===== src/rtl/bin_to_bcd_seq_if.sv =====
// Handshake and data bundle between the multiplier control and the
// binary-to-BCD converter. master drives the request, slave returns the result.
interface bin_to_bcd_seq_if #(
    parameter int WIDTH  = 16,
    parameter int DIGITS = 5
);
    logic                  start;
    logic [WIDTH-1:0]      bin_in;
    logic [4*DIGITS-1:0]   bcd_out;
    logic                  busy;
    logic                  done;

    modport master (
        output start,
        output bin_in,
        input  bcd_out,
        input  busy,
        input  done
    );

    modport slave (
        input  start,
        input  bin_in,
        output bcd_out,
        output busy,
        output done
    );
endinterface


===== src/rtl/bin_to_bcd_seq.sv =====
// Sequential binary-to-BCD converter (shift-add-3 / double dabble).
// One conversion per accepted start: LOAD, then WIDTH ADJUST/SHIFT pairs,
// then a single DONE_ST cycle with bcd_out updated on entry.
module bin_to_bcd_seq #(
    parameter int WIDTH  = 16,
    parameter int DIGITS = 5
) (
    input  logic              clk,
    input  logic              reset,
    bin_to_bcd_seq_if.slave   bus
);
    localparam int BCD_W = 4 * DIGITS;
    localparam int CNT_W = $clog2(WIDTH + 1);

    typedef enum logic [2:0] {
        IDLE    = 3'd0,
        LOAD    = 3'd1,
        ADJUST  = 3'd2,
        SHIFT   = 3'd3,
        DONE_ST = 3'd4
    } state_t;

    state_t             state;
    state_t             state_nxt;
    logic [WIDTH-1:0]   bin_sr;
    logic [BCD_W-1:0]   bcd_work;
    logic [BCD_W-1:0]   bcd_adj;
    logic [BCD_W-1:0]   bcd_shift;
    logic [CNT_W-1:0]   cnt;

    // State register
    always_ff @(posedge clk) begin
        if (reset) begin
            state <= IDLE;
        end else begin
            state <= state_nxt;
        end
    end

    // Next-state decode and status outputs
    always_comb begin
        state_nxt = IDLE;
        bus.busy  = 1'b0;
        bus.done  = 1'b0;
        case (state)
            IDLE: begin
                state_nxt = bus.start ? LOAD : IDLE;
            end
            LOAD: begin
                bus.busy  = 1'b1;
                state_nxt = ADJUST;
            end
            ADJUST: begin
                bus.busy  = 1'b1;
                state_nxt = SHIFT;
            end
            SHIFT: begin
                bus.busy  = 1'b1;
                state_nxt = (cnt == CNT_W'(1)) ? DONE_ST : ADJUST;
            end
            DONE_ST: begin
                bus.done  = 1'b1;
                state_nxt = IDLE;
            end
            default: begin
                state_nxt = IDLE;
            end
        endcase
    end

    // Add 3 to every digit >= 5, all digits in parallel
    always_comb begin
        bcd_adj = bcd_work;
        for (int unsigned d = 0; d < DIGITS; d++) begin
            if (bcd_work[4*d +: 4] >= 4'd5) begin
                bcd_adj[4*d +: 4] = bcd_work[4*d +: 4] + 4'd3;
            end
        end
    end

    // Post-shift working value; also the value captured into bcd_out on the last shift
    always_comb begin
        bcd_shift = {bcd_work[BCD_W-2:0], bin_sr[WIDTH-1]};
    end

    // Datapath: operand capture, digit adjust, shift, counter and result register
    always_ff @(posedge clk) begin
        if (reset) begin
            bin_sr      <= '0;
            bcd_work    <= '0;
            cnt         <= '0;
            bus.bcd_out <= '0;
        end else begin
            case (state)
                IDLE: begin
                    if (bus.start) begin
                        bin_sr <= bus.bin_in;
                    end
                end
                LOAD: begin
                    bcd_work <= '0;
                    cnt      <= CNT_W'(WIDTH);
                end
                ADJUST: begin
                    bcd_work <= bcd_adj;
                end
                SHIFT: begin
                    bcd_work <= bcd_shift;
                    bin_sr   <= {bin_sr[WIDTH-2:0], 1'b0};
                    cnt      <= cnt - CNT_W'(1);
                    if (cnt == CNT_W'(1)) begin
                        bus.bcd_out <= bcd_shift;
                    end
                end
                default: begin
                end
            endcase
        end
    end
endmodule


===== src/flat_wrapper.sv =====
// flat-port wrapper written by rule: the top's interface ports become plain ports
module bin_to_bcd_seq_flat 
#(
    parameter int WIDTH  = 16,
    parameter int DIGITS = 5
)
  (clk, reset, bus_start, bus_bin_in, bus_bcd_out, bus_busy, bus_done);
  bin_to_bcd_seq_if #(.WIDTH(WIDTH), .DIGITS(DIGITS)) bus_i ();
  input  logic clk;
  input  logic reset;
  input wire logic [$bits(bus_i.start)-1:0] bus_start;
  input wire logic [$bits(bus_i.bin_in)-1:0] bus_bin_in;
  output wire logic [$bits(bus_i.bcd_out)-1:0] bus_bcd_out;
  output wire logic [$bits(bus_i.busy)-1:0] bus_busy;
  output wire logic [$bits(bus_i.done)-1:0] bus_done;
  assign bus_i.start = bus_start;
  assign bus_i.bin_in = bus_bin_in;
  assign bus_bcd_out = bus_i.bcd_out;
  assign bus_busy = bus_i.busy;
  assign bus_done = bus_i.done;
  bin_to_bcd_seq #(.WIDTH(WIDTH), .DIGITS(DIGITS)) u_core (.clk(clk), .reset(reset), .bus(bus_i));
endmodule

===== config.mk =====
export PLATFORM = sky130hd
export DESIGN_NAME = bin_to_bcd_seq_flat
export DESIGN_NICKNAME = d
export VERILOG_FILES = /design/src/rtl/bin_to_bcd_seq_if.sv /design/src/rtl/bin_to_bcd_seq.sv /design/src/flat_wrapper.sv
export SDC_FILE = /design/constraint.sdc
export NUM_CORES = 1
export LEC_CHECK = 0
export BUFFER_PORTS_ARGS = -buffer_cell sky130_fd_sc_hd__buf_2
export CAP_MARGIN = 10
export CORE_UTILIZATION = 60
export CTS_CLUSTER_DIAMETER = 150
export DETAILED_ROUTE_END_ITERATION = 6
export GPL_ROUTABILITY_DRIVEN = 0
export PLACE_DENSITY = 0.91
export SYNTH_ARGS = -nofsm -noshare
export SYNTH_HDL_FRONTEND = slang
export SYNTH_SLANG_ARGS = --single-unit

===== constraint.sdc =====
create_clock -name clk -period 3.9 [get_ports clk]
set_input_delay 0.585 -clock clk [delete_from_list [all_inputs] [get_ports clk]]
set_output_delay 0.585 -clock clk [all_outputs]
set_load 0.005 [all_outputs]

==> results_dict.tcl, run 1 <==
set metrics [dict create \
    synthDistinctLibCells 41 \
    path_cells "o21ai_1 > inv_1 > buf_2" \
    synth-seq-cells 64 \
    yosysSeqAreaShare_pct 40.3 \
    setup_slack_ns 1.56 \
    final_cell_area_mm2 0.00358 \
    grt_pass1_wl_um 11300 \
    io_buffers 40 \
    netlist_area_mm2 0.00318 \
    yosys.area_share.simple_pct 22.2 \
    fillers 423 \
    finalCritPeriodShare_pct 59.9 \
    p_per_area_mw_per_mm2 414 \
    clock-sinks 64 \
    globalRouteOverflowTotal 0 \
    clock-root-buffer "clkbuf_8" \
    power_mw 1.48 \
    wl_per_cell_um 14.0 \
    drive_gt1_share_pct 14.3 \
    setup_viol 0 \
    tightestPinTransition_ns 0.774 \
    final-hold-violation-count 0 \
    drc 0 \
    holdPathStages 2 \
    rsz0062_at_grt "false" \
    start_util_pct 62.3 \
    grt_pass1_vias 2576 \
    cp.required_ns 3.31 \
    final_common_cell "nand2_1" \
    grt_start_max_net_pins 35 \
    vias 2956 \
    row_count 26 \
    worst-path-buf-inv 2 \
    clk_pin_slew_worst_paths_ns 0.07 \
    drt-initial-drc-count 289 \
    slew_viol_final 0 \
    syn_avg_cell_area_um2 7.73 \
    maxSlewHeadroom_pct 48.2 \
    ff2ff_path_depth 4 \
    nets 467 \
    final_cell_mix "nand2_1 (90), dfxtp_1 (64), a21oi_1 (45), buf_2 (40), nor2_1 (32)" \
    cp-end-kind "output pin" \
    place_area_mm2 0.00336 \
    drt_wl_total_um 7130 \
    antenna_found_initial 0 \
    via_per_inst 5.80 \
    arrival_ns 1.75 \
    cts_made_buffers 9 \
    syn_to_final_growth_pct 12.6 \
    max_freq_mhz 428 \
    dp_hpwl_um 4600 \
    pre_cts_ws_ns 1.63 \
    dieArea_mm2 0.00560 \
    cts_setup_buffers 0 \
    htreeDepth 3 \
    die_h_um 74.8 \
    power_leakage_nw 1.38 \
    cpPeakStageDelay_ns 0.78 \
    crit_family "flip-flops" \
    drv_cap 0 \
    min_period_ns 2.34 \
    r2r_slack_ns 1.67 \
    status "finished, final reports clean" \
    synth_xor_area_share_pct 2.20 \
    cts_resized 0 \
    dieWidth_um 74.8 \
    synthCells 412 \
    ant_nets 0 \
    dp.cells 495 \
    skew_ns 0.00743 \
    utilization_pct 70.2 \
    grt_usage_pct 27.0 \
    cts_buffer_depth 2 \
    core_area_mm2 0.00511 \
    hold_buffers 0 \
    cp.depth 3 \
    io_pins 41 \
    cp_max_fo 25 \
    yosys.area_share.adder_pct 4.72 \
    clkLatencyLatePin_ns 0.35 \
    firstDrtPassIters 6 \
    syn_nets 443 \
    synth_top_family_by_area "compound AO/OA/AOI/OAI gates" \
    cts_tree "done" \
    fin_cells 510 \
    finalSetupTns_ns 0 \
    synth-compound-area-share_pct 24.2 \
    criticalPathCategory "flip-flop to output pin" \
    synthMuxAreaShare_pct 0 \
    min_path_type "flip-flop to flip-flop" \
    antenna_cells 0 \
    cp_slowest_cell "dfxtp_1" \
    synth_warnings 0 \
    timing.hold.ws_ns 0.453 \
    ir_worst_vdd_mv 0.344 \
    start_kind "flip-flop" \
]
synthesized netlist by cell type:
master,instances,share of area (%)
nor3_1,7,1.1
o32ai_1,5,1.4
o21ai_0,21,3.3
nor3b_1,1,0.24
nor2_1,32,3.8
o31ai_1,2,0.47
o2bb2ai_1,2,0.55
o21a_1,1,0.24
nand2_1,90,11
a32o_1,2,0.63
a211o_1,3,0.83
a2bb2oi_1,1,0.28
a41oi_1,1,0.28
and3b_1,1,0.28
o22ai_1,2,0.39
or2_2,2,0.39
inv_1,16,1.9
or2_4,1,0.28
a21o_1,4,0.94
o21ai_1,1,0.16
o211ai_1,6,1.4
a211oi_1,2,0.47
or3b_1,1,0.28
nand3_1,3,0.47
xor2_1,7,1.9
o21bai_1,1,0.24
a31o_2,1,0.28
nand4b_1,1,0.28
buf_6,2,0.71
a21oi_1,45,7.1
xnor2_1,1,0.28
clkbuf_1,19,2.2
nor4_1,3,0.59
nor2b_1,5,0.98
nand3b_1,5,1.2
nand2b_1,9,1.8
buf_2,10,1.6
dfxtp_1,64,40
a22oi_1,5,1.2
a311oi_1,15,4.1
ha_1,12,4.7
where the power goes:
group	internal (mW)	switching [mW]
Clock	0.390	0.251
Sequential	0.679	0.0244
Combinational	0.0527	0.0862
worst register-to-register path, cell delays in order, from the launching register on:
cell	delay, ns
dfxtp_1	0.78
nand4b_1	0.27
nand3b_1	0.68
nand2_1	0.29
a21oi_1	0.09
final timing paths:
path | startpoint | end
setup / recovery | u_core.state[0]$_SDFF_PP0_ | bus_busy
hold / removal | u_core.bus.bcd_out[16]$_SDFFE_PP0P_ | u_core.bus.bcd_out[16]$_SDFFE_PP0P_
setup reg to reg | u_core.state[0]$_SDFF_PP0_ | u_core.bus.bcd_out[14]$_SDFFE_PP0P_
hold reg to reg | u_core.bus.bcd_out[16]$_SDFFE_PP0P_ | u_core.bus.bcd_out[16]$_SDFFE_PP0P_
per-layer routing:
| layer | track usage [%] | vias up | wire length, µm |
|---|---|---|---|
| met3 | 6.29 | 24 | 394 |
| met4 | 15.7 | 0 | 206 |
| met5 | 0 | - | 0 |
| met1 | 33.2 | 1352 | 3130 |
| li1 | - | 1470 | - |
| met2 | 43.4 | 110 | 3390 |
layout make-up:
type                    count  area (µm²)  share of cell area, %
well taps                  70        87.6                   2.44
inverters                  16        60.1                   1.68
clock buffers              12         155                   4.33
flip-flops and latches     64        1280                   35.8
clock inverters             3        65.1                   1.82
multi-input cells         301        1700                   47.6
repair buffers             44         230                   6.42
flip-flops by register name (all words and copies together) (netlist names):
| register | cells |
|---|---|
| u_core.cnt | 5 |
| u_core.state | 3 |
| u_core.bus.bcd_out | 20 |
| u_core.bin_sr | 16 |
| u_core.bcd_work | 20 |
cell families (layout without fill, tap and decap cells):
logic type,after synthesis,count (layout)
adder cells (fa/ha/maj),12,12
buffers and inverters,47,75
XOR/XNOR,8,8
AO/OA/AOI/OAI,120,120
flip-flops,64,64
AND/OR/NAND/NOR,161,161
Power figures use the tool's default switching activity.
==> run 2, diff against run 1 <==
CORE_UTILIZATION = 57   (was 60)
PLACE_DENSITY = 0.88   (was 0.91)
clock period = 2.3 ns   (was 3.9 ns; I/O delays follow)
==> run 2 against run 1 <==
Via count grew 1.3%. Cell area shrank 0.38%. Sequential power grew 69%. Worst setup slack lost 1.4 ns. Global-route usage shrank 1.5 points. Worst hold slack lost 0.19 ns. Wire length shrank 2.6%.
==> results_dict.tcl, run 2 (synthesis results as in run 1) <==
set metrics [dict create \
    fin_cells 514 \
    min_path_type "input pin to flip-flop" \
    cp-end-kind "output pin" \
    drive_gt1_share_pct 15.1 \
    cts_resized 0 \
    grt_usage_pct 25.6 \
    criticalPathCategory "flip-flop to output pin" \
    dp_hpwl_um 4480 \
    clkLatencyLatePin_ns 0.35 \
    rsz0062_at_grt "false" \
    final_cell_mix "nand2_1 (90), dfxtp_1 (64), a21oi_1 (45), buf_2 (40), nor2_1 (32)" \
    tightestPinTransition_ns 0.697 \
    dp.cells 498 \
    setup_viol 0 \
    firstDrtPassIters 5 \
    syn_to_final_growth_pct 12.1 \
    row_count 26 \
    ir_worst_vdd_mv 0.398 \
    grt_pass1_wl_um 12200 \
    dieWidth_um 76.7 \
    vias 2995 \
    io_pins 41 \
    io_buffers 40 \
    cp.required_ns 1.96 \
    htreeDepth 3 \
    drc 0 \
    max_freq_mhz 475 \
    nets 470 \
    globalRouteOverflowTotal 0 \
    cts_made_buffers 9 \
    start_util_pct 60.8 \
    cts_buffer_depth 2 \
    core_area_mm2 0.00524 \
    cp_max_fo 12 \
    arrival_ns 1.76 \
    grt_start_max_net_pins 63 \
    via_per_inst 5.83 \
    power_leakage_nw 1.38 \
    hold_buffers 0 \
    p_per_area_mw_per_mm2 652 \
    status "finished, final reports clean" \
    drt-initial-drc-count 296 \
    start_kind "flip-flop" \
    slew_viol_final 0 \
    clk_pin_slew_worst_paths_ns 0.06 \
    finalSetupTns_ns 0 \
    die_h_um 76.7 \
    final-hold-violation-count 0 \
    antenna_cells 0 \
    drv_cap 0 \
    dieArea_mm2 0.00589 \
    wl_per_cell_um 13.5 \
    min_period_ns 2.11 \
    finalCritPeriodShare_pct 91.5 \
    antenna_found_initial 0 \
    cts_setup_buffers 0 \
    cts_tree "done" \
    drt_wl_total_um 6940 \
    final_common_cell "nand2_1" \
    skew_ns 0.00836 \
    clock-sinks 64 \
    largestRegisters "u_core.bcd_work (20), u_core.bus.bcd_out (20), u_core.bin_sr (16)" \
    maxSlewHeadroom_pct 53.3 \
    clock-root-buffer "clkbuf_8" \
    ant_nets 0 \
    grt_pass1_vias 2724 \
]
[run 2: changes by cell type in the layout (fill, tap and decap cells not counted), sizes merged]
cell    before  now
buf         44   47
bufinv       2    0
clkbuf      12   13
clkinv       1    3
[run 2: worst paths after layout]
kind / start / to / slack, ns / cells after the start
max: u_core.state[2]$_SDFF_PP0_ / bus_busy / 0.19 / 4
min: bus_bin_in[5] / u_core.bin_sr[5]$_SDFFE_PP0P_ / 0.26 / 3
max reg2reg: u_core.state[1]$_SDFF_PP0_ / u_core.bcd_work[6]$_SDFFE_PP0P_ / 0.50 / 4
min reg2reg: u_core.bus.bcd_out[18]$_SDFFE_PP0P_ / u_core.bus.bcd_out[18]$_SDFFE_PP0P_ / 0.45 / 2
[run 2: layout make-up]
cell class / count / area, µm²
flip-flops and latches: 64 / 1280
clock inverters: 3 / 15.0
fillers: 443 / 1670
multi-input cells: 301 / 1700
inverters: 16 / 60.1
clock buffers: 13 / 169
well taps: 70 / 87.6
repair buffers: 47 / 253
[run 2: power breakdown]
part	switching, mW	internal, mW
sequential	0.0370	1.15
clock	0.422	0.474
combinational	0.151	0.0925
total	0.610	1.72
[run 2: through the flow]
step | hold WS [ns] | power (mW) | util (%) | cell area [µm²] | worst slack (ns)
after CTS | 0.251 | 2.33 | 68.2 | 3570 | 0.230
after global routing | 0.253 | 2.43 | 68.2 | 3570 | 0.0682
after floorplan | 0.445 | 1.39 | - | 3180 | 0.753
final | 0.258 | 2.33 | 68.2 | 3570 | 0.194
after global placement | 0.439 | 1.44 | 64.6 | 3390 | 0.622
after detailed placement | 0.444 | 1.45 | 64.6 | 3390 | 0.545
[run 2: critical path, stage by stage (launching register included)]
cell     delay (ns)
dfxtp_1        0.56
inv_1          0.21
o21ai_1        0.43
inv_1          0.08
buf_2          0.15
[run 2: metal layers]
| metal | global-route usage [%] | share of wire, % | vias to the layer above |
|---|---|---|---|
| met3 | 5.95 | 6.9 | 20 |
| met1 | 31.2 | 44 | 1379 |
| met2 | 42.5 | 47 | 119 |
| met5 | 0 | 0 | - |
| li1 | - | - | 1477 |
| met4 | 11.5 | 2.3 | 0 |
